==> src/rtl/neopixel_pattern_gen.sv <==
// Animation frame generator for a memory-mapped neopixel driver.
// Each frame writes every pixel colour, then a commit word.
module neopixel_pattern_gen #(
  parameter int          C_PIXELS = 12,
  parameter logic [31:0] C_RATE   = 32'd4166666
) (
  input  logic        clock,
  input  logic        reset_n,
  input  logic        enable,
  input  logic [1:0]  mode,
  input  logic [23:0] color,
  input  logic        ctrl_ready,
  output logic        ctrl_write,
  output logic [31:0] ctrl_address,
  output logic [31:0] ctrl_write_data,
  output logic        busy,
  output logic        frame_done
);

  typedef enum logic [1:0] {
    IDLE, WAIT_TICK, WRITE, COMMIT
  } state_t;

  localparam logic [7:0]  LAST   = 8'(C_PIXELS - 1);
  localparam logic [7:0]  NPIX   = 8'(C_PIXELS);
  localparam logic [31:0] RELOAD = C_RATE - 32'd1;

  state_t      state_q, state_d;
  logic [31:0] cnt_q, cnt_d;
  logic [7:0]  pos_q, pos_d;
  logic [7:0]  idx_q, idx_d;
  logic [1:0]  mode_q, mode_d;
  logic [23:0] color_q, color_d;
  logic [7:0]  addr_q, addr_d;
  logic [31:0] data_q, data_d;
  logic        busy_q, busy_d;
  logic        done_q, done_d;
  logic        strobe;

  function automatic logic [31:0] pix(
    input logic [1:0]  m,
    input logic [23:0] c,
    input logic [7:0]  i,
    input logic [7:0]  p
  );
    logic lit;
    case (m)
      2'd0:    lit = 1'b1;
      2'd1:    lit = (i == p);
      2'd2:    lit = (i <= p);
      default: lit = 1'b0;
    endcase
    return lit ? {8'h00, c} : 32'h0;
  endfunction

  // Strobe is gated combinationally so it never fires on a stalled cycle
  assign strobe          = busy_q & ctrl_ready;
  assign ctrl_write      = strobe;
  assign ctrl_address    = {24'h0, addr_q};
  assign ctrl_write_data = data_q;
  assign busy            = busy_q;
  assign frame_done      = done_q;

  always_comb begin
    state_d = state_q;
    cnt_d   = cnt_q;
    pos_d   = pos_q;
    idx_d   = idx_q;
    mode_d  = mode_q;
    color_d = color_q;
    addr_d  = addr_q;
    data_d  = data_q;
    busy_d  = busy_q;
    done_d  = 1'b0;
    case (state_q)
      IDLE: begin
        if (enable) begin
          state_d = WAIT_TICK;
          cnt_d   = RELOAD;
        end
      end
      WAIT_TICK: begin
        if (!enable) begin
          state_d = IDLE;
        end else if (cnt_q == 32'd0) begin
          state_d = WRITE;
          mode_d  = mode;
          color_d = color;
          idx_d   = 8'd0;
          addr_d  = 8'd0;
          data_d  = pix(mode, color, 8'd0, pos_q);
          busy_d  = 1'b1;
        end else begin
          cnt_d = cnt_q - 32'd1;
        end
      end
      WRITE: begin
        if (strobe) begin
          if (idx_q == LAST) begin
            state_d = COMMIT;
            addr_d  = NPIX;
            data_d  = 32'h1;
          end else begin
            idx_d  = idx_q + 8'd1;
            addr_d = idx_q + 8'd1;
            data_d = pix(mode_q, color_q, idx_q + 8'd1, pos_q);
          end
        end
      end
      COMMIT: begin
        if (strobe) begin
          done_d  = 1'b1;
          busy_d  = 1'b0;
          cnt_d   = RELOAD;
          pos_d   = (pos_q == LAST) ? 8'd0 : pos_q + 8'd1;
          state_d = enable ? WAIT_TICK : IDLE;
        end
      end
      default: state_d = IDLE;
    endcase
  end

  always_ff @(posedge clock or negedge reset_n) begin
    if (!reset_n) begin
      state_q <= IDLE;
      cnt_q   <= RELOAD;
      pos_q   <= 8'd0;
      idx_q   <= 8'd0;
      mode_q  <= 2'd0;
      color_q <= 24'h0;
      addr_q  <= 8'd0;
      data_q  <= 32'h0;
      busy_q  <= 1'b0;
      done_q  <= 1'b0;
    end else begin
      state_q <= state_d;
      cnt_q   <= cnt_d;
      pos_q   <= pos_d;
      idx_q   <= idx_d;
      mode_q  <= mode_d;
      color_q <= color_d;
      addr_q  <= addr_d;
      data_q  <= data_d;
      busy_q  <= busy_d;
      done_q  <= done_d;
    end
  end

endmodule
==> config.mk <==
export PLATFORM = sky130hd
export DESIGN_NAME = neopixel_pattern_gen
export DESIGN_NICKNAME = d
export VERILOG_FILES = /design/src/rtl/neopixel_pattern_gen.sv
export SDC_FILE = /design/constraint.sdc
export NUM_CORES = 1
export LEC_CHECK = 0
export ABC_AREA = 1
export BUFFER_PORTS_ARGS = -buffer_cell sky130_fd_sc_hd__buf_2
export CORE_MARGIN = 10
export CORE_UTILIZATION = 62
export CTS_BUF_LIST = sky130_fd_sc_hd__clkbuf_16
export DETAILED_ROUTE_END_ITERATION = 8
export HOLD_SLACK_MARGIN = 0.12
export PLACE_DENSITY = 0.95
export SLEW_MARGIN = 20
export SYNTH_ARGS = -nofsm -noshare
export SYNTH_HDL_FRONTEND = slang
export SYNTH_SLANG_ARGS = --single-unit
==> constraint.sdc <==
create_clock -name clock -period 5 [get_ports clock]
set_input_delay 1 -clock clock [delete_from_list [all_inputs] [get_ports clock]]
set_output_delay 1 -clock clock [all_outputs]
set_load 0.01 [all_outputs]
# Word-level counts from Yosys, hierarchy flattened

Index checks and enable logic that the tools add are counted.

Register bits after elaboration: 118
Bits of input ports: 30
Output and inout port bits: 67
Logic and storage cells: 93

$add $sub $neg: 3
Magnitude comparators: 2
Eq/ne operators: 19
Mux-type cells: 43
Bitwise gates (word level): 1
Reductions and logical operators: 15

Operators with widths:

| operator                                            | count |
|---|---|
| 2-to-1 mux 32 bit                                   | 7 |
| one-hot mux 32 bit (3 select lines)                 | 1 |
| 2-to-1 mux 24 bit                                   | 3 |
| one-hot mux 32 bit (2 select lines)                 | 1 |
| 2-to-1 mux 8 bit                                    | 7 |
| zero test 32 bit                                    | 1 |
| one-hot mux 8 bit (2 select lines)                  | 2 |
| subtractor 32 x 1 -> 32 bit, second input constant  | 1 |
| adder 8 x 1 -> 8 bit, second input constant         | 2 |
| equality test 8 x 4 -> 1 bit, second input constant | 2 |
| inequality test 2 bit, second input constant        | 8 |
| AND reduction 5 bit                                 | 3 |
| 2-to-1 mux 1 bit                                    | 12 |
| 2-to-1 mux 2 bit                                    | 6 |
| equality test 2 bit, second input constant          | 4 |
| equality test 8 bit                                 | 1 |
| <= comparator 1 x 8 -> 1 bit, first input constant  | 1 |
| <= comparator 8 bit                                 | 1 |
| zero test 8 bit                                     | 1 |
| one-hot mux 2 bit (4 select lines)                  | 1 |
| AND reduction 4 bit                                 | 2 |
| equality test 2 x 1 -> 1 bit, second input constant | 3 |
| zero test 2 bit                                     | 3 |
| one-hot mux 1 bit (3 select lines)                  | 2 |
| other kinds (7)                                     | 8 |

# Logic depth before layout (Yosys ltp)

Word-level depth: 10
Depth in mapped cells: 16
Gate-level depth less buffers: 15

# Least setup slack after synthesis

No wires, ideal clock.

Path type: reg-to-reg
Start: reg idx_q[0]
End: reg data_q[10] (netlist: ctrl_write_data[10])
Setup time: 0.065 ns
Arrival: 2.298 ns
Required time: 4.935 ns
Setup slack: 2.637 ns
Cell stages (with the launch flop): 16
Buffers on the path: 1
Period minus slack after synthesis: 2.363 ns
Path through: dfrtp_1 > ha_1 > nand3_1 > nor3_1 > xor2_1 > inv_1 > ha_1 > nand2_1 > nor2_1 > nand3_1 > nand2_1 > clkbuf_1 > nand3_1 > nand2_1 > nand2_1 > nand2_1

Longest elaborated chain between the ends: 10
Elaborated cells on any way between the ends: 12

Ends and longest elaborated chain:

| what                                                       | line   | RTL |
|---|---|---|
| from (decl)                                                | 31     | `logic [7:0] idx_q, idx_d;` |
| from (signal assigned)                                     | 139    | `idx_q <= idx_d;` |
| adder 8 x 1 -> 8 bit                                       | 106    | `data_d = pix(mode_q, color_q, idx_q + 8'd1, pos_q);` |
| <= comparator 8 bit or equality test 8 bit (tied branches) | 50, 49 |  |
| one-hot mux 1 bit (3 select lines)                         | 47     | `case (m)` |
| 2-to-1 mux 1 bit                                           | 99     | `if (idx_q == LAST) begin` |
| 2-to-1 mux 1 bit                                           | 98     | `if (strobe) begin` |
| 2-to-1 mux 1 bit                                           | 75     | `case (state_q)` |
| 2-to-1 mux 24 bit                                          | 53     | `return lit ? {8'h00, c} : 32'h0;` |
| 2-to-1 mux 24 bit *                                        | 99     |  |
| 2-to-1 mux 32 bit *                                        | 98     |  |
| one-hot mux 32 bit (2 select lines) *                      | 75     |  |
| to (signal assigned)                                       | 143    | `data_q <= data_d;` |
| to (decl)                                                  | 35     | `logic [31:0] data_q, data_d;` |

Every way passes the cells marked *; elsewhere a longest branch is shown, timed or not. The select of a mux whose other input is x is not followed.
A chain may end at the register's enable or synchronous reset.

==> flow_summary.json <==
{
  "worst_setup_path_end_kind": "register",
  "maxSlewHeadroom": 0.362,
  "yosys_warnings": 0,
  "ys_types": 32,
  "period_share": 0.617,
  "port_buffers": 64,
  "fin_nets": 1016,
  "htreeDepth": 3,
  "fin_ws_ns": 1.91,
  "cts_tree": "yes",
  "hold_path_class": "register to register",
  "io_pins": 97,
  "area_growth_pct": 8.16,
  "cts_hold_buffers": 0,
  "ys_ff_latch": 110,
  "track_usage": 0.216,
  "area.sequential_um2": 2770,
  "final_util": 0.687,
  "placedCellCount": 1094,
  "die-area_um2": 15100,
  "multi_input_area_um2": 3140,
  "tns_ns": 0,
  "power_mw": 3.31,
  "syn_inst": 922,
  "status": "complete, no violations",
  "maxCapViolCount": 0,
  "crit_arrival_ns": 3.35,
  "fmax_ghz": 0.324,
  "dp_slack_ns": 2.05,
  "worst-path-max-fanout": 35,
  "antenna_cells": 0,
  "whs_ns": 0.477,
  "avgSynthCellArea_um2": 7.12,
  "clock-skew-final_ns": 0.0131,
  "insertion_delay_ns": 0.36,
  "worstReg2RegEnd": "addr_q[3]$_DFFE_PN0P_",
  "power_density_nw_per_um2": 467,
  "r2r_cells": 8,
  "initial_utilization": 0.635,
  "post_drt_wl_per_cell_um": 14.7,
  "worst-r2r-setup-slack_ns": 1.91,
  "grt_pass1_wl_mm": 26.8,
  "via_per_inst": 5.49,
  "setup_violations": 0,
  "fin_area_um2": 7100,
  "ant_nets": 0,
  "die_x_um": 123,
  "dp_hpwl_mm": 11.0,
  "min_period_ns": 3.09,
  "grt_pass1_vias": 5749,
  "drt_iter0_markers": 693,
  "num_rows": 37,
  "path_clk_slew_ns": 0.08,
  "dr.pass1.iters": 6,
  "ir_worst_vdd_v": 0.000303,
  "p_leak_nw": 3.83,
  "routed-via-count": 6090,
  "overflow": 0,
  "cts_setup_buffers": 0,
  "ys_seq_area_frac": 0.422,
  "fin_cells": 1109,
  "cts_buffer_depth": 2,
  "cts_inserted_buffers": 9,
  "fillers": 801,
  "drive_above_1_share": 0.111,
  "grt_max_degree": 78,
  "cp-endpoint": "addr_q[3]$_DFFE_PN0P_",
  "place_area_um2": 6820,
  "wirelength_mm": 16.3,
  "start_kind": "register",
  "drc": 0,
  "die_y_um": 123,
  "worst_pin_slew_ns": 0.956,
  "slew_violations": 0,
  "ctsResizeCount": 0,
  "gp_routability_congestion": 0.941,
  "critPathRequiredTime_ns": 5.26,
  "crit_type": "register to register",
  "syn_area_um2": 6560,
  "rsz0062_at_grt": "false",
  "finalHoldViolCount": 0,
  "core_region_area_um2": 10300,
  "cts-root-buf": "clkbuf_16",
  "antenna_found_initial": 0,
  "clkSinkCount": 110
}
-- worst min path at each step --
stage | from | to | depth (start not counted)
4_1_cts | ctrl_write_data[19]$_DFFE_PN0P_ | ctrl_write_data[19]$_DFFE_PN0P_ | 2
6_report | ctrl_write_data[20]$_DFFE_PN0P_ | ctrl_write_data[20]$_DFFE_PN0P_ | 2
3_5_place_dp | ctrl_write_data[19]$_DFFE_PN0P_ | ctrl_write_data[19]$_DFFE_PN0P_ | 2
3_3_place_gp | ctrl_write_data[4]$_DFFE_PN0P_ | ctrl_write_data[4]$_DFFE_PN0P_ | 2
5_1_grt | ctrl_write_data[20]$_DFFE_PN0P_ | ctrl_write_data[20]$_DFFE_PN0P_ | 2
2_1_floorplan | pos_q[7]$_DFFE_PN0P_ | pos_q[7]$_DFFE_PN0P_ | 1
-- placed cells by master, fill, tap and decap left out, types with 7 or more instances in the layout --
cell type / count
dfrtp_1: 99
nor3_1: 7
ha_1: 17
xnor2_1: 9
a21oi_1: 7
dfstp_2: 11
o21ai_1: 7
xor2_1: 19
nor2_1: 117
o21ai_0: 55
clkbuf_16: 9
inv_1: 102
nand2_1: 296
conb_1: 32
buf_2: 63
nand3_1: 84
-- power by group --
| group | switching, mW | internal, mW |
|---|---|---|
| registers | 0.174 | 1.11 |
| logic | 0.903 | 0.426 |
| clock network | 0.350 | 0.347 |
| total | 1.43 | 1.89 |
-- final cells by class --
cell class | instances | share of cell area
Sequential cell | 110 | 0.390
Tap cell | 136 | 0.0240
Multi-Input combinational cell | 677 | 0.442
Inverter | 102 | 0.0540
Clock buffer | 9 | 0.0317
Timing Repair Buffer | 69 | 0.0508
Clock inverter | 6 | 0.00758
-- logic make-up after synthesis --
| group | after synthesis | share of synthesized area |
|---|---|---|
| flip-flops | 110 | 0.422 |
| buffers and inverters | 166 | 0.118 |
| AND/OR/NAND/NOR | 525 | 0.330 |
| other | 1 | 0.000572 |
| XOR/XNOR | 28 | 0.0374 |
| AO/OA/AOI/OAI | 75 | 0.0599 |
| adder cells (fa/ha/maj) | 17 | 0.0324 |
-- state kept, by name (all words and copies together), names as in the netlist, named ones only --
| register | flops |
|---|---|
| idx_q | 8 |
| color_q | 24 |
| addr_q | 8 |
| frame_done | 1 |
| mode_q | 2 |
| ctrl_write_data | 24 |
| cnt_q | 32 |
| busy | 1 |
| pos_q | 8 |
| state_q | 1 |
-- worst max-delay path, stage by stage, from the launching register on --
cell and delay, ns:
dfrtp_1 0.42, inv_1 0.13, ha_1 0.65, inv_1 0.57, nand2_1 0.26, nand2_1 0.13, nand2_2 0.53, nand2_1 0.17
o21ai_0 0.13
-- routing by layer --
layer | GRT usage | share of wire | vias up
met5 | 0 | 0 | -
met3 | 0.0349 | 0.078 | 56
met2 | 0.376 | 0.51 | 304
li1 | - | - | 2890
met4 | 0.108 | 0.034 | 0
met1 | 0.251 | 0.38 | 2840
-- cell usage after synthesis, drive strengths merged --
cell      n  area, µm²
nor2    120        477
nor4      1       6.26
o21ai    62        310
conb      1       3.75
a311oi    1       8.76
o21bai    3       22.5
nand3    86        440
o21a      1       7.51
nand2   301       1140
ha       17        213
buf      45        318
nand3b    2       15.0
a21oi     8       43.8
dfrtp    99       2480
or2       2       12.5
nand4     6       37.5
xnor2     9       78.8
clkbuf   19       72.6
inv     102        383
xor2     19        166
nor3      7       35.0
dfstp    11        289
Note: power is estimated with default switching activity, not from simulation.
